===== src/rtl/hack_alu.sv =====
// Registered Hack-style ALU: result plus zero/negative flags one cycle after in_valid.
// Define HACK_ALU_OVF_EN to add registered carry-out (co) and signed-overflow (ov) outputs.
module hack_alu #(
  parameter int unsigned WIDTH = 16
) (
  input  logic             clk,
  input  logic             rst_n,
  input  logic             in_valid,
  input  logic [WIDTH-1:0] x,
  input  logic [WIDTH-1:0] y,
  input  logic             zx,
  input  logic             nx,
  input  logic             zy,
  input  logic             ny,
  input  logic             f,
  input  logic             no,
  output logic             out_valid,
  output logic [WIDTH-1:0] o,
  output logic             zr,
  output logic             ng
`ifdef HACK_ALU_OVF_EN
  ,
  output logic             co,
  output logic             ov
`endif
);

  logic [WIDTH-1:0] w_x1;
  logic [WIDTH-1:0] w_x2;
  logic [WIDTH-1:0] w_y1;
  logic [WIDTH-1:0] w_y2;
  logic [WIDTH-1:0] w_r;
  logic [WIDTH-1:0] w_res;
  logic             w_zr;
  logic             w_ng;

  logic             r_valid;
  logic [WIDTH-1:0] r_o;
  logic             r_zr;
  logic             r_ng;

  // Zeroing via a mux (not AND) so an undriven operand cannot leak X when masked.
  assign w_x1 = zx ? '0 : x;
  assign w_x2 = nx ? ~w_x1 : w_x1;
  assign w_y1 = zy ? '0 : y;
  assign w_y2 = ny ? ~w_y1 : w_y1;

`ifdef HACK_ALU_OVF_EN
  logic [WIDTH:0] w_sum;
  logic           w_co;
  logic           w_ov;
  logic           r_co;
  logic           r_ov;

  assign w_sum = {1'b0, w_x2} + {1'b0, w_y2};
  // Both taken from the raw adder, before the output inversion.
  assign w_co  = f & w_sum[WIDTH];
  assign w_ov  = f & (w_x2[WIDTH-1] == w_y2[WIDTH-1]) & (w_sum[WIDTH-1] != w_x2[WIDTH-1]);
`else
  logic [WIDTH-1:0] w_sum;

  assign w_sum = w_x2 + w_y2;
`endif

  assign w_r   = f ? w_sum[WIDTH-1:0] : (w_x2 & w_y2);
  assign w_res = no ? ~w_r : w_r;
  assign w_zr  = (w_res == '0);
  assign w_ng  = w_res[WIDTH-1];

  always_ff @(posedge clk or negedge rst_n) begin
    if (!rst_n) begin
      r_valid <= 1'b0;
      r_o     <= '0;
      r_zr    <= 1'b1;
      r_ng    <= 1'b0;
    end else begin
      r_valid <= in_valid;
      if (in_valid) begin
        r_o  <= w_res;
        r_zr <= w_zr;
        r_ng <= w_ng;
      end
    end
  end

`ifdef HACK_ALU_OVF_EN
  always_ff @(posedge clk or negedge rst_n) begin
    if (!rst_n) begin
      r_co <= 1'b0;
      r_ov <= 1'b0;
    end else if (in_valid) begin
      r_co <= w_co;
      r_ov <= w_ov;
    end
  end

  assign co = r_co;
  assign ov = r_ov;
`endif

  assign out_valid = r_valid;
  assign o         = r_o;
  assign zr        = r_zr;
  assign ng        = r_ng;

endmodule


===== config.mk =====
export PLATFORM = sky130hd
export DESIGN_NAME = hack_alu
export DESIGN_NICKNAME = d
export VERILOG_FILES = /design/src/rtl/hack_alu.sv
export SDC_FILE = /design/constraint.sdc
export NUM_CORES = 1
export LEC_CHECK = 0
export ABC_AREA = 0
export CAP_MARGIN = 20
export CORE_MARGIN = 2
export CORE_UTILIZATION = 46
export CTS_BUF_LIST = sky130_fd_sc_hd__clkbuf_2
export CTS_CLUSTER_DIAMETER = 60
export DETAILED_ROUTE_END_ITERATION = 16
export PLACE_DENSITY_LB_ADDON = 0.05
export SYNTH_ARGS = -nofsm -noshare
export SYNTH_HDL_FRONTEND = slang
export SYNTH_SLANG_ARGS = --single-unit

===== constraint.sdc =====
create_clock -name clk -period 2.4 [get_ports clk]
set_clock_uncertainty 0.2 [all_clocks]
set_input_delay 0.48 -clock clk [delete_from_list [all_inputs] [get_ports clk]]
set_output_delay 0.48 -clock clk [all_outputs]
set_load 0.02 [all_outputs]

==> impl_metrics.tcl, run 1 <==
set metrics [dict create \
    status "complete, but fails checks" \
    violations "negative setup slack" \
    maxCapViolCount 0 \
    async_flop_share_pct 100 \
    grt_pass1_vias 2944 \
    postRouteAntennaNets 0 \
    p_leak_nw 2.13 \
    endpoint_kind "register" \
    crit_fanout 4 \
    pwr_density_cell_mw_per_mm2 598 \
    first_pass_iters 5 \
    io_buffer_count 59 \
    synth_seq_cells 18 \
    antenna_found_initial 0 \
    start_kind "input pin" \
    path_common_cell "buf_6" \
    clkSinkCount 18 \
    use_met2_pct 50.9 \
    via_per_inst 6.19 \
    finalSetupViolCount 14 \
    gp_congestion 0.935 \
    cts_htree_levels 1 \
    synth.area.top_cells "dfrtp_1, xnor2_1, nand2b_1" \
    clkPwrFrac_pct 4.3 \
    irDropWorstVdd_mv 0.356 \
    grt_pass1_wl_um 13500 \
    r2r_end "o[11]" \
    tightestPinTransition_ns 0.507 \
    p_int_mw 1.66 \
    rows 27 \
    synth-seq-area-share_pct 17.7 \
    critical_path_class "in2reg" \
    synth_top_area_share_pct 16.7 \
    gr-usage-met3_pct 2.30 \
    synthesis.area_mm2 0.00255 \
    syn-num-nets 366 \
    seq_power_share_pct 15.1 \
    place_hpwl_um 5590 \
    wl_um 11700 \
    cp_data_required_time_ns 2.44 \
    drc 0 \
    hold_class "in2async" \
    final.setup.worst_slack_ns -0.945 \
    coreArea_mm2 0.00544 \
    fmax_mhz 299 \
    globalRouteTotalUtil_pct 27.2 \
    hold_slack_ns 0.269 \
    synth_top_cell_by_area "dfrtp_1" \
    relSlewSlack_pct 66.0 \
    yosysUniqueCellTypes 57 \
    clk_pin_slew_ns 0.15 \
    initial_core_util_pct 46.8 \
    regToRegStartpoint "o[11]" \
    num_vias 3274 \
    hold_viol 0 \
    synth_edf_count 0 \
    drv_slew 0 \
    p_sw_mw 1.27 \
    cpPeakStageDelay_ns 0.41 \
    gr-usage-met1_pct 31.9 \
    drive_gt1_share_pct 50.1 \
    clock-root-buffer "clkbuf_2" \
    slowest_stage "or3b_4" \
    syn-mean-instance-area_um2 8.27 \
    final_nets 516 \
    overflow 0 \
    synth_cells 308 \
    reg2reg_depth 2 \
    dieArea_mm2 0.00615 \
    drtIter0Drc 264 \
    p_sw_share_pct 43.3 \
    ys_warn_count 0 \
    die_y_um 78.4 \
    worst-r2r-setup-slack_ns 1.36 \
    grt_start_max_net_pins 21 \
    cts_tree "yes" \
    p_comb_share_pct 80.6 \
    post-route-util_pct 89.9 \
    cts_hold_buf 0 \
    cts_buffers 3 \
    synthFlopType "dfrtp_1" \
    insertion_delay_ns 0.31 \
    fin_crit_ns 3.34 \
    wl_per_cell_um 22.0 \
    diodes 0 \
    die_w_um 78.4 \
    area_growth_pct 92.1 \
    fin_crit_sh_pct 139 \
    path_cells "buf_8 -> buf_6 -> nand2b_4 -> xnor2_4 -> ha_4 -> a211oi_4 -> buf_4 -> buf_6 -> o21ai_4 -> a211o_1 -> nand4_1 -> or3b_4 -> mux2i_1 -> nand2_1 -> o32ai_2" \
    clockBufferDepth 2 \
    ios 60 \
    top_usage_layer "met2" \
    rsz0062_at_grt "true" \
    cp.arrival_ns 3.38 \
]
==> synthesized netlist by cell type (2+ instances only) <==
master	n
dfrtp_1	17
ha_1	16
a211oi_1	5
o2111ai_1	4
buf_1	4
buf_2	2
mux2i_1	8
o21a_1	3
nand3_1	7
nand2_1	15
a21o_1	3
inv_1	4
nor3b_1	4
or3_1	2
xor2_1	6
nand2b_1	34
a31oi_1	4
o21ai_0	5
o211ai_1	3
mux2_2	14
clkbuf_1	12
o32ai_1	2
o211a_1	2
nand4_1	6
a211o_1	4
o21bai_1	2
o21ai_1	5
nor2b_1	7
nor3_1	4
and3_1	7
xnor2_1	43
nor2_1	14
a21oi_1	11
nand3b_1	6
==> cell type report <==
| type | count | area (um^2) |
|---|---|---|
| Clock buffer | 3 | 15.0 |
| Clock inverter | 1 | 3.75 |
| Fill cell | 227 | 548 |
| Inverter | 5 | 18.8 |
| Multi-Input combinational cell | 267 | 2830 |
| Sequential cell | 18 | 452 |
| Tap cell | 72 | 90.1 |
| Timing Repair Buffer | 163 | 1480 |
==> flip-flops by register name (all words and copies together), names as in the netlist <==
name / flops
zr: 1
o: 16
out_valid: 1
==> metrics by stage <==
| step | TNS (ns) | power (mW) | instances | setup slack, ns | cell area, um^2 |
|---|---|---|---|---|---|
| 3_3_place_gp | -16.82 | 2.01 | 492 | -1.45 | 3880 |
| 4_1_cts | -5.25 | 2.46 | 520 | -0.753 | 4420 |
| 5_1_grt | -8.70 | 3.04 | 529 | -1.00 | 4890 |
| 3_5_place_dp | -17.60 | 2.04 | 492 | -1.51 | 3880 |
| 2_1_floorplan | -5.30 | 1.40 | 308 | -0.815 | 2810 |
| 6_report | -8.18 | 2.92 | 529 | -0.945 | 4890 |
==> how the worst max path moves through the flow <==
| stage | startpoint | end | slack, ns | cells after the start |
|---|---|---|---|---|
| 2_1_floorplan | nx | zr | -0.82 | 12 |
| 3_3_place_gp | zx | zr | -1.45 | 13 |
| 3_5_place_dp | zy | zr | -1.51 | 14 |
| 4_1_cts | zy | zr | -0.75 | 12 |
| 5_1_grt | zy | zr | -1.00 | 15 |
| 6_report | zy | zr | -0.94 | 15 |
==> worst max-delay path, delay by kind of cell <==
kind	cells	cell delay, ns
buffers and inverters	4	0.50
xor gates and xnor gates	1	0.20
AOI/OAI and AO/OA	4	0.95
muxes	1	0.17
adders and majority gates	1	0.25
and+or+nand+nor	4	0.83
==> layout by cell type, fill, tap and decap left out, types with 6 or more instances in the layout <==
cell,n
buf_4,79
clkdlybuf4s50_1,33
nand2b_1,24
buf_6,24
xnor2_1,23
xnor2_2,17
dfrtp_1,17
nand2_1,14
dlygate4sd2_1,12
nor2_1,11
mux2_4,11
nand2b_4,10
nor2b_1,7
mux2i_1,7
ha_4,7
dlymetal6s2s_1,7
nand4_1,6
xor2_1,6
nand3b_1,6
ha_1,6
==> layer usage <==
metal  share of wire (%)  routed length, um
met4                 7.2                837
met5                   0                  0
met1                  36               4150
met3                 7.6                887
met2                  50               5780
==> repair_timing <==
action	4_1_cts	5_1_grt
setup buffers	25	14
setup endpoints to repair	17	15
cloned	1	0
gates resized for setup	116	75
pin swaps	54	44
==> kinds of logic after synthesis <==
| logic type | synth area share [%] |
|---|---|
| AND/OR/NAND/NOR | 26.3 |
| flip-flops | 17.7 |
| adder cells (fa/ha/maj) | 8.65 |
| multiplexers | 9.78 |
| XOR/XNOR | 16.9 |
| AO/OA/AOI/OAI | 16.9 |
| buffers and inverters | 3.78 |
==> power groups by stage <==
stage	clock network, mW	logic [mW]	registers [mW]
floorplan	0	0.843	0.558
global placement	0	1.57	0.441
detailed placement	0	1.60	0.446
CTS	0.132	1.89	0.440
global route	0.143	2.44	0.453
finish	0.127	2.35	0.441
(Power assumes the default switching activity.)
==> run 2, diff against run 1 <==
--- a/config.mk
+++ b/config.mk
@@ -8,9 +8,10 @@
 export ABC_AREA = 0
 export CAP_MARGIN = 20
 export CORE_MARGIN = 2
-export CORE_UTILIZATION = 46
+export CORE_UTILIZATION = 50
 export CTS_BUF_LIST = sky130_fd_sc_hd__clkbuf_2
 export CTS_CLUSTER_DIAMETER = 60
+export CTS_CLUSTER_SIZE = 12
 export DETAILED_ROUTE_END_ITERATION = 16
 export PLACE_DENSITY_LB_ADDON = 0.05
 export SYNTH_ARGS = -nofsm -noshare
==> run 2 against run 1 <==
  * The flow now stops in 5_1_grt
  * Synthesized cell count unchanged
  * Area after synthesis stayed put
==> impl_metrics.tcl, run 2 <==
set metrics [dict create \
    synthFlopType "dfrtp_1" \
    clkSinkCount 18 \
    rows 25 \
    worstEpCategory "register data pin" \
    io_buffer_count 59 \
    ys_warn_count 0 \
    worstEndpointGrtRepair "zr$_DFFE_PN1P_/D" \
    synth_mux_area_share_pct 9.78 \
    cts_htree_levels 1 \
    initial_core_util_pct 52.9 \
    async_flop_share_pct 100 \
    synth_compound_area_share_pct 16.9 \
    die_y_um 75.4 \
    dpl_cell_area_mm2 0.00393 \
    place_hpwl_um 5950 \
    stop_error "[ERROR DPL-0038] Utilization greater than 100%, impossible to legalize" \
    synth_top_area_share_pct 16.7 \
    grt_start_max_net_pins 21 \
    flow.stopped_at "5_1_grt" \
    status "aborted with a tool error" \
    synth.most_common_cell "xnor2_1" \
    synth.area.top_cells "dfrtp_1, xnor2_1, nand2b_1" \
    synth.cells.most_frequent "xnor2_1, nand2b_1, dfrtp_1" \
    cts_buffers 3 \
    clock-root-buffer "clkbuf_2" \
    cts_hold_buf 0 \
    synth-simple-area-share_pct 26.3 \
    yosys.area_share.adder_pct 8.65 \
    gp_congestion 0.921 \
    syn-mean-instance-area_um2 8.27 \
    clockBufferDepth 2 \
    syn-num-nets 366 \
    die_w_um 75.4 \
    synth_top_cell_by_area "dfrtp_1" \
    synth_top_family_by_area "simple AND/OR/NAND/NOR gates" \
    yosysUniqueCellTypes 57 \
    place_inst 495 \
    synth_edf_count 0 \
    synthesis.area_mm2 0.00255 \
    synth_xor_area_share_pct 16.9 \
    synth-seq-area-share_pct 17.7 \
    ios 60 \
    synth_cells 308 \
    synth_seq_cells 18 \
]
run 2: cell counts after synthesis:
No cell type changed its count.
run 2: timing repair:
action,CTS
setup buffers,31
gates resized for setup,94
pin swaps,52
hold endpoints to repair,0
endpoints found under the setup margin,17
run 2: per-stage QoR:
| stage | setup WS [ns] | utilization (%) |
|---|---|---|
| 3_5_place_dp | -1.50 | 81.5 |
| 4_1_cts | -0.750 | 91.0 |
| 3_3_place_gp | -1.44 | 81.5 |
| 2_1_floorplan | -0.815 | - |
run 2: cells by family after synthesis:
group / count (synthesis)
AND/OR/NAND/NOR: 116
multiplexers: 23
AO/OA/AOI/OAI: 61
XOR/XNOR: 49
adder cells (fa/ha/maj): 17
flip-flops: 18
buffers and inverters: 24
==> run 3, diff against run 2 <==
==> config.mk (replaced) <==
export PLATFORM = sky130hd
export DESIGN_NAME = hack_alu
export DESIGN_NICKNAME = d
export VERILOG_FILES = /design/src/rtl/hack_alu.sv
export SDC_FILE = /design/constraint.sdc
export NUM_CORES = 1
export LEC_CHECK = 0
export ABC_AREA = 0
export CAP_MARGIN = 20
export CORE_MARGIN = 2
export CORE_UTILIZATION = 35
export DETAILED_ROUTE_END_ITERATION = 16
export PLACE_DENSITY_LB_ADDON = 0.15
export SYNTH_ARGS = -nofsm -noshare
export SYNTH_HDL_FRONTEND = slang
export SYNTH_SLANG_ARGS = --single-unit
==> run 3 against run 2 <==
  * The flow now finishes, with violations (negative setup slack)
==> impl_metrics.tcl, run 3 (synthesis results as in run 1) <==
set metrics [dict create \
    setup_tns_ns -6.75 \
    io_buffer_count 59 \
    drc 0 \
    rsz0062_at_grt "true" \
    die_y_um 89.3 \
    cts_hold_buf 0 \
    largest_reg_flops 16 \
    layout_commonest_cell "buf_4" \
    clk_pin_slew_ns 0.07 \
    cts_buffers 3 \
    die_w_um 89.3 \
    slowest_stage "or4b_1" \
    gp_congestion 0.799 \
    fmax_mhz 316 \
    finalSetupViolCount 13 \
    ios 60 \
    grt_pass1_wl_um 12400 \
    post-route-util_pct 64.9 \
    insertion_delay_ns 0.25 \
    area_growth_pct 81.9 \
    hold_viol 0 \
    fin_crit_sh_pct 132 \
    dieArea_mm2 0.00797 \
    p_leak_nw 1.97 \
    via_per_inst 4.93 \
    cts_tree "yes" \
    drive_gt1_share_pct 44.6 \
    cp.arrival_ns 3.13 \
    status "complete, but fails checks" \
    reg2reg_depth 2 \
    wl_um 7250 \
    fin_crit_ns 3.16 \
    clkSinkCount 18 \
    pwr_density_cell_mw_per_mm2 582 \
    path_cells "buf_8 -> nand2b_4 -> xnor2_2 -> ha_2 -> fa_2 -> a21oi_4 -> o2111ai_4 -> a211oi_4 -> nor4_4 -> or4b_1 -> mux2i_1 -> nand2_1 -> o32ai_2" \
    fillers 618 \
    cts_htree_levels 1 \
    drv_slew 0 \
    dpl_cell_area_mm2 0.00396 \
    first_pass_iters 4 \
    cp_data_required_time_ns 2.36 \
    start_kind "input pin" \
    rows 31 \
    maxCapViolCount 0 \
    initial_core_util_pct 35.7 \
    total_power_mw 2.70 \
    hold-path-cell-count 1 \
    crit_fanout 5 \
    violations "negative setup slack" \
    irDropWorstVdd_mv 0.199 \
    postRouteAntennaNets 0 \
    final_cell_area_mm2 0.00463 \
    hold_class "reg2reg" \
    final_nets 510 \
    clockBufferDepth 2 \
    coreArea_mm2 0.00714 \
    overflow 0 \
    cpPeakStageDelay_ns 0.51 \
    tightestPinTransition_ns 0.323 \
    wl_per_cell_um 13.2 \
    clock-root-buffer "clkbuf_8" \
    place_hpwl_um 5620 \
    critical_path_class "in2reg" \
    num_vias 2712 \
    grt_start_max_net_pins 21 \
    relSlewSlack_pct 78.5 \
    endpoint_kind "register" \
    layout_common_cells "buf_4, xnor2_1, clkdlybuf4s50_1" \
    drtIter0Drc 127 \
    grt_pass1_vias 2751 \
    hold_slack_ns 0.306 \
    diodes 0 \
    globalRouteTotalUtil_pct 19.2 \
    final.setup.worst_slack_ns -0.765 \
    antenna_found_initial 0 \
]
==> run 3: per-layer routing <==
metal	vias to the layer above	global-route usage [%]	part of all wire [%]
li1	1396	-	-
met1	1239	25.2	47
met2	73	35.2	49
met3	4	0.923	4.0
met4	0	3.53	0.43
met5	-	0	0
==> run 3: through the flow <==
| step | cells | worst slack, ns |
|---|---|---|
| 2_1_floorplan | 308 | -0.815 |
| 3_3_place_gp | 524 | -1.52 |
| 3_5_place_dp | 524 | -1.53 |
| 4_1_cts | 551 | -0.832 |
| 5_1_grt | 550 | -0.885 |
| 6_report | 550 | -0.765 |
==> run 3: layout make-up <==
type	instances	area (um^2)	area share (%)
clock buffers	4	45.0	0.972
multi-input cells	266	2590	55.9
inverters	5	18.8	0.405
flip-flops and latches	18	452	9.75
well taps	99	124	2.67
repair buffers	158	1400	30.3
==> run 3: what timing repair did <==
action,in CTS,in global routing
resized for setup,130,20
buffers inserted,25,1
cloned,0,0
pin swaps,76,22
endpoints found under the setup margin,17,14
==> run 3: power by group <==
part           internal [mW]  switching [mW]  leakage, nW
combinational           1.15           0.897         1.73
clock                  0.118          0.0957       0.0228
sequential             0.395          0.0471        0.208
total                   1.66            1.04         1.97
==> run 3: final timing paths <==
path                             from    end  slack (ns)
worst min-delay path             o[1]   o[1]        0.31
worst max-delay path               zy     zr       -0.76
min in group asynchronous       rst_n   o[4]        0.35
worst max register to register  o[11]  o[11]        1.39
worst min register to register   o[1]   o[1]        0.31
max in group asynchronous       rst_n     zr        1.39
==> run 3: worst max-delay path: cells and delay by family <==
family                   cells  cell delay, ns
adder cells (fa/ha/maj)      2            0.56
buffers and inverters        1            0.10
AO/OA/AOI/OAI                4            0.90
AND/OR/NAND/NOR              4            0.81
multiplexers                 1            0.14
XOR/XNOR                     1            0.14
==> run 4, diff against run 3 <==
--- a/config.mk
+++ b/config.mk
@@ -10,7 +10,9 @@
 export CORE_MARGIN = 2
 export CORE_UTILIZATION = 35
 export DETAILED_ROUTE_END_ITERATION = 16
+export GPL_TIMING_DRIVEN = 0
 export PLACE_DENSITY_LB_ADDON = 0.15
+export REMOVE_ABC_BUFFERS = 1
 export SYNTH_ARGS = -nofsm -noshare
 export SYNTH_HDL_FRONTEND = slang
 export SYNTH_SLANG_ARGS = --single-unit
==> run 4 against run 3 <==
  * The run still ends with negative setup slack left
  * Die area unchanged
  * Hold slack got worse by 0.011 ns
  * Global-route usage shrank 1.4 points
  * Critical path type unchanged
  * Largest power group unchanged
  * Highest routed layer unchanged
==> impl_metrics.tcl, run 4 (synthesis results as in run 1) <==
set metrics [dict create \
    num_vias 2550 \
    dieArea_mm2 0.00797 \
    fin_crit_ns 3.24 \
    p_leak_nw 1.69 \
    relSlewSlack_pct 40.3 \
    clockBufferDepth 2 \
    wl_per_cell_um 14.9 \
    postRouteAntennaNets 0 \
    start_kind "input pin" \
    die_y_um 89.3 \
    gr-usage-met3_pct 2.22 \
    cp_data_required_time_ns 2.35 \
    cts_htree_levels 1 \
    ios 60 \
    irDropWorstVdd_mv 0.252 \
    globalRouteTotalUtil_pct 17.8 \
    drtIter0Drc 100 \
    finalSetupViolCount 13 \
    antenna_found_initial 0 \
    fmax_mhz 309 \
    drv_slew 0 \
    clock-root-buffer "clkbuf_8" \
    cts_tree "yes" \
    final_nets 449 \
    fillers 653 \
    final_cell_area_mm2 0.00421 \
    grt_pass1_wl_um 11400 \
    largest_reg_flops 16 \
    overflow 0 \
    rsz0062_at_grt "true" \
    cts_buffers 3 \
    total_power_mw 2.48 \
    crit_buf_inv 1 \
    clkSinkCount 18 \
    slowest_stage "or4b_1" \
    post-route-util_pct 59.0 \
    critical_path_class "in2reg" \
    crit_family "compound AO/OA/AOI/OAI gates" \
    final.setup.worst_slack_ns -0.836 \
    path_cells "buf_12 -> nand2b_4 -> xnor2_2 -> ha_2 -> fa_2 -> a21oi_4 -> o2111ai_4 -> a22oi_2 -> a31oi_4 -> or4b_1 -> mux2i_1 -> nand2_1 -> o32ai_2" \
    gr-usage-met1_pct 22.4 \
    gp_congestion 0.853 \
    die_w_um 89.3 \
    area_growth_pct 65.3 \
    hold_viol 0 \
    grt_start_max_net_pins 31 \
    first_pass_iters 4 \
    place_hpwl_um 4680 \
    dpl_cell_area_mm2 0.00318 \
    via_per_inst 5.21 \
    fin_crit_sh_pct 135 \
    cp.arrival_ns 3.19 \
    coreArea_mm2 0.00714 \
    drive_gt1_share_pct 38.7 \
    insertion_delay_ns 0.25 \
    hold_class "reg2reg" \
    pwr_density_cell_mw_per_mm2 589 \
    maxCapViolCount 0 \
    top_usage_layer "met2" \
    tightestPinTransition_ns 0.893 \
    initial_core_util_pct 35.7 \
    dpl_worst_slack_ns -2.56 \
    endpoint_kind "register" \
    wl_um 7300 \
    crit_fanout 4 \
    grt_pass1_vias 2511 \
    layout_commonest_cell "clkdlybuf4s50_1" \
    violations "negative setup slack" \
    diodes 0 \
    cts_hold_buf 0 \
    rows 31 \
    layout_common_cells "clkdlybuf4s50_1, xnor2_1, buf_4" \
    drc 0 \
    cpPeakStageDelay_ns 0.51 \
    io_buffer_count 59 \
    status "complete, but fails checks" \
    clk_pin_slew_ns 0.06 \
    use_met2_pct 33.7 \
]
[run 4: per-layer routing]
layer  up-vias  share of wire [%]
met1      1230                 43
met4         0                1.1
met2        46                 54
li1       1268                  -
met5         -                  0
met3         6                2.5
[run 4: timing repair]
| item | CTS | global route |
|---|---|---|
| setup buffers | 25 | 13 |
| gates cloned | 0 | 0 |
| resized for setup | 119 | 71 |
| pin swaps | 54 | 39 |
| setup endpoints to repair | 17 | 14 |
[run 4: worst register-to-register path, stage by stage, from the launching register on]
cell and delay, ns:
dfrtp_1 0.39, nor2b_1 0.13, a41o_1 0.23
[run 4: stage by stage]
stage / hold slack, ns / instances / setup TNS (ns)
2_1_floorplan: -0.0156 / 289 / -6.11
3_3_place_gp: 0.278 / 447 / -29.26
3_5_place_dp: 0.284 / 447 / -29.83
4_1_cts: 0.300 / 476 / -7.26
5_1_grt: 0.312 / 489 / -7.74
6_report: 0.295 / 489 / -6.36
[run 4: power by group]
part | switching (mW) | internal [mW] | leakage, nW | total, mW
Sequential | 0.0484 | 0.394 | 0.208 | 0.443
Clock | 0.0956 | 0.146 | 0.0288 | 0.241
Combinational | 0.852 | 0.944 | 1.45 | 1.80
Total | 0.996 | 1.48 | 1.69 | 2.48
[run 4: cell type report]
type | count | area [um^2] | share of cell area (%)
Clock buffer | 4 | 55.1 | 1.31
Inverter | 5 | 20.0 | 0.476
Multi-Input combinational cell | 266 | 2640 | 62.8
Sequential cell | 18 | 452 | 10.7
Tap cell | 99 | 124 | 2.94
Timing Repair Buffer | 97 | 915 | 21.7
[run 4: worst paths after layout]
kind                       start    end  slack, ns  cells after the start
hold / removal                zr     zr       0.29                      2
min in group asynchronous  rst_n   o[5]       0.49                      1
hold reg to reg               zr     zr       0.29                      2
max in group asynchronous  rst_n   o[8]       1.02                      1
setup / recovery              zy     zr      -0.84                     13
setup reg to reg           o[11]  o[11]       1.34                      2
==> RTL change 1, RTL diff (flow settings as in run 4) <==
`WIDTH`: 16 -> 12.
--- a/src/rtl/hack_alu.sv
+++ b/src/rtl/hack_alu.sv
@@ -1,7 +1,7 @@
 // Registered Hack-style ALU: result plus zero/negative flags one cycle after in_valid.
 // Define HACK_ALU_OVF_EN to add registered carry-out (co) and signed-overflow (ov) outputs.
 module hack_alu #(
-  parameter int unsigned WIDTH = 16
+  parameter int unsigned WIDTH = 12
 ) (
   input  logic             clk,
   input  logic             rst_n,
Ports: changed (resized o, x and y); port bits go from 60 to 48. The function was not compared with the original's and may differ.
==> RTL change 1 against run 4 <==
  * The run still ends with negative setup slack left
  * Non-clock buffer count is 26 lower
  * Worst hold slack better by 0.015 ns
  * Design area shrank 32%
  * Critical path depth down 1
  * Utilization down 3.0 points
  * Synthesized cell count is 31% lower
  * Sequential cell count down 4
  * Die area shrank 25%
  * Worst setup slack better by 0.21 ns
  * Wire length decreased by 37%
  * Synthesized area decreased by 26%
  * Sequential power is 25% lower
  * Power fell by 29%
  * Largest cell class unchanged
  * Highest routed layer unchanged
==> RTL change 1: results (changes against run 4) <==
stage,metric,value,unit,change
place,hpwlAfterDp,3120,um,was 4680 um
logic_synthesis,yosys-top-cells-area,"dfrtp_1 17%, xnor2_1 17%, nand2b_1 8.3%",,"was dfrtp_1 17%, xnor2_1 15%, nand2b_1 8.4%"
sta,relSlewSlack,44.8,%,was 40.3%
routing,viasPerCell,5.08,,was 5.21
logic_synthesis,synthTopCellsByCount,"37 x xnor2_1, 25 x nand2b_1, 13 x dfrtp_1, 12 x ha_1",,"was 43 x xnor2_1, 34 x nand2b_1, 17 x dfrtp_1, 16 x ha_1, 15 x nand2_1"
sta,setup_viol,10,,was 13
sta,fin_ws,-0.629,ns,was -0.836 ns
place,place_inst,318,,was 447
run_status,violations,negative setup slack,,unchanged
setup_path,crit_path_max_fanout,7,,was 4
routing,routed_wl,4610,um,was 7300 um
logic_synthesis,synth_area_per_cell,8.76,um^2,was 8.27 um^2
place,port_buffers,47,,was 59
place,gp_routability_congestion,0.789,,was 0.853
run_status,status,"complete, but fails checks",,unchanged
logic_synthesis,synth_sequential_area_ratio,18.8,%,was 17.7%
power_and_ir_drop,p_sw_share,38.2,%,was 40.2%
global_route,grt_pass1_wl,8150,um,was 11400 um
logic_synthesis,yosys.cell_types.count,52,,was 57
setup_path,crit_arrival,2.97,ns,was 3.19 ns
global_route,grt_max_degree,23,,was 31
global_route,grt_util_all_layers,16.3,%,was 17.8%
routing,met2WireLength,2410,um,was 3920 um
power_and_ir_drop,ir_worst_vdd,0.381,mV,was 0.252 mV
cells_and_area,largest_reg_flops,12,,was 16
routing,drt-met1-wl,2040,um,was 3110 um
power_and_ir_drop,power.leakage,1.19,nW,was 1.69 nW
RTL change 1: path summary, 6_finish.rpt:
check                           slack, ns                  end  cells past startpoint             start
worst min register to register       0.31     o[6]$_DFFE_PN0P_                      1  o[6]$_DFFE_PN0P_
worst min-delay path                 0.31     o[6]$_DFFE_PN0P_                      1  o[6]$_DFFE_PN0P_
min in group asynchronous            0.43  out_valid$_DFF_PN0_                      1             rst_n
worst max register to register       1.42       zr$_DFFE_PN1P_                      2    zr$_DFFE_PN1P_
max in group asynchronous            1.17     o[7]$_DFFE_PN0P_                      1             rst_n
worst max-delay path                -0.63       zr$_DFFE_PN1P_                     12                zy
RTL change 1: cell type report:
type	instances	area, um^2	share of cell area, %
multi-input combinational	184	1730	60.1
inverter	3	11.3	0.391
clock buffer	4	55.1	1.91
tap	70	87.6	3.04
sequential	14	352	12.2
timing repair buffer	71	643	22.4
RTL change 1: what timing repair did:
action,4_1_cts,5_1_grt
resized for setup,100,15
pin swaps,55,12
buffers inserted,22,3
setup endpoints to repair,13,10
RTL change 1: power by group through the flow:
stage                     clock, mW  sequential [mW]  combinational (mW)
final                         0.223            0.334                1.19
after floorplan                   0            0.425               0.514
after global placement            0            0.335               0.911
after global routing          0.241            0.346                1.29
after CTS                     0.231            0.334                1.13
after detailed placement          0            0.338               0.919
RTL change 1: cells by family (layout without fill, tap and decap cells):
| family | Yosys count | count (layout) | share of synthesized area [%] |
|---|---|---|---|
| AO/OA/AOI/OAI | 44 | 44 | 19.0 |
| flip-flops | 14 | 14 | 18.8 |
| multiplexers | 14 | 14 | 8.34 |
| AND/OR/NAND/NOR | 73 | 73 | 22.2 |
| XOR/XNOR | 40 | 40 | 18.7 |
| adder cells (fa/ha/maj) | 13 | 13 | 9.08 |
| buffers and inverters | 16 | 78 | 3.87 |
RTL change 1: through the flow:
step	hold WS [ns]	setup slack (ns)	cell area, um^2	setup TNS, ns	power, mW
after floorplan	-0.0156	-0.876	1810	-4.15	0.940
after global placement	0.291	-1.94	2370	-17.18	1.25
after detailed placement	0.296	-2.01	2370	-17.36	1.26
after CTS	0.310	-0.669	2790	-3.94	1.69
after global routing	0.322	-0.741	2880	-5.05	1.88
final	0.310	-0.629	2880	-3.88	1.75
RTL change 1: layer usage:
layer  track usage [%]  up-vias
met3              2.94        4
met2              30.5       30
met5                 0        -
met4              1.25        0
li1                  -      893
met1              20.1      830
RTL change 1: critical path: stages:
cell and delay (ns):
buf_12 0.11, nand2b_4 0.14, xnor2_2 0.14, ha_2 0.20, fa_2 0.41, a211oi_4 0.25, o21ai_2 0.11, a221oi_2 0.27
xnor2_1 0.09, mux2i_1 0.27, xnor2_2 0.14, o41ai_4 0.37
==> RTL change 2, RTL diff (flow settings as in run 4) <==
Without the edit above. Register the output `out_valid` once more, without a reset; this adds one clock of latency there. The other outputs are not delayed to match.
--- a/src/rtl/hack_alu.sv
+++ b/src/rtl/hack_alu.sv
@@ -98,7 +98,9 @@
   assign ov = r_ov;
 `endif
 
-  assign out_valid = r_valid;
+  always_ff @(posedge clk) begin
+    out_valid <= r_valid;
+  end
   assign o         = r_o;
   assign zr        = r_zr;
   assign ng        = r_ng;
Formal check against the unedited RTL: not equivalent (a bounded check fails within 4 cycles, from zero or initial values and one cycle with rst_n low).
==> RTL change 2 against run 4 <==
  * The run still ends with negative setup slack left
  * Die area rose by 0.75%
  * Design area shrank 3.8%
  * Sequential cell count up 1
  * Power fell by 2.5%
  * Synthesized area up 0.79%
  * Worst setup slack improved by 0.0083 ns
  * Critical path depth did not move
  * Wire length shrank 2.2%
  * Via count down 0.75%
  * Clock power fell by 5%
  * Critical path type unchanged
==> RTL change 2: results (changes against run 4) <==
stage,metric,value,unit,change
place,gp_routability_congestion,0.815,,was 0.853
logic_synthesis,synth_area_per_cell,8.30,um^2,was 8.27 um^2
sta,setup_viol,15,,was 13
cells_and_area,layout.nets,447,,was 449
cells_and_area,largest_reg_flops,16,,unchanged
power_and_ir_drop,power.leakage,1.62,nW,was 1.69 nW
global_route,grt_pass1_vias,2610,,was 2511
routing,routed_wl,7140,um,was 7300 um
cells_and_area,drive_gt1_share,34.3,%,was 38.7%
clock_tree,path_clk_slew,0.08,ns,was 0.06 ns
logic_synthesis,synth_sequential_area_ratio,18.4,%,was 17.7%
place,pre_cts_slack,-2.52,ns,was -2.56 ns
logic_synthesis,yosys-top-cells-area,"dfrtp_1 17%, xnor2_1 15%, nand2b_1 8.3%",,"was dfrtp_1 17%, xnor2_1 15%, nand2b_1 8.4%"
clock_tree,post_cts_buffers,25,,unchanged
sta,worst_slew_pin_slew,1.09,ns,was 0.893 ns
global_route,grt_util_all_layers,17.9,%,was 17.8%
sta,tns,-7.18,ns,was -6.36 ns
power_and_ir_drop,ir_worst_vdd,0.263,mV,was 0.252 mV
logic_synthesis,synth-xor-area-share,16.7,%,was 16.9%
setup_path,cpPeakStageDelay,0.57,ns,was 0.51 ns
logic_synthesis,synth-async-reset-ratio,94.7,%,was 100%
routing,wire_per_inst,14.7,um,was 14.9 um
routing,drt_iter0_drc,61,,was 100
setup_path,crit_path_max_fanout,3,,was 4
clock_tree,cts_root_buf,clkbuf_8,,unchanged
run_status,violations,negative setup slack,,unchanged
logic_synthesis,synthAdderAreaFrac,8.58,%,was 8.65%
worst_hold_path,whs_path_depth,0,,was 2
place,dpl_cell_area,3200,um^2,was 3180 um^2
global_route,grt_pass1_wl,11700,um,was 11400 um
logic_synthesis,synthMuxAreaShare,9.70,%,was 9.78%
logic_synthesis,yosys.cell_types.count,58,,was 57
place,hpwlAfterDp,4650,um,was 4680 um
global_route,antenna_found_initial,0,,unchanged
sta,fin_ws,-0.828,ns,was -0.836 ns
run_status,status,"complete, but fails checks",,unchanged
clock_tree,cts_resized,124,,was 119
RTL change 2: cell types whose count changed in the layout (fill, tap and decap cells not counted), moves of 2 or more:
cell,run 4,this run
mux2_2,12,14
xnor2_1,30,33
mux2_4,2,0
dlymetal6s2s_1,3,6
ha_4,7,4
xnor2_2,12,10
o2111ai_2,2,0
nand2b_4,11,5
o2111ai_1,0,2
nand2b_1,23,29
dlygate4sd2_1,12,9
ha_2,5,7
RTL change 2: logic make-up after synthesis:
group / after synthesis
simple gates: 116
compound gates: 61
xor+xnor: 49
buf+inv: 24
mux: 23
flops: 19
fa+ha+maj: 17
RTL change 2: layout make-up:
type | instances | area, um^2
fillers | 656 | 3130
multi-input cells | 267 | 2510
repair buffers | 93 | 875
flip-flops and latches | 19 | 472
well taps | 99 | 124
clock buffers | 3 | 41.3
inverters | 5 | 18.8
clock inverters | 1 | 7.51
RTL change 2: power by group:
group          internal [mW]  switching, mW
sequential             0.411         0.0491
combinational          0.892          0.838
clock                  0.117          0.111
total                   1.42          0.998
RTL change 2: final timing paths:
path	startpoint	end	slack, ns
worst max-delay path	zx	zr$_DFFE_PN1P_	-0.83
worst min-delay path	r_valid$_DFF_PN0_	out_valid$_DFF_P_	0.15
worst max register to register	o[11]$_DFFE_PN0P_	o[11]$_DFFE_PN0P_	1.35
worst min register to register	r_valid$_DFF_PN0_	out_valid$_DFF_P_	0.15
max in group asynchronous	rst_n	o[10]$_DFFE_PN0P_	0.99
min in group asynchronous	rst_n	o[9]$_DFFE_PN0P_	0.49
RTL change 2: layer usage:
layer | GRT usage (%) | part of all wire, % | up-vias
li1 | - | - | 1262
met1 | 21.3 | 43 | 1215
met2 | 33.4 | 53 | 48
met3 | 2.74 | 3.1 | 6
met4 | 4.61 | 1.3 | 0
met5 | 0 | 0 | -
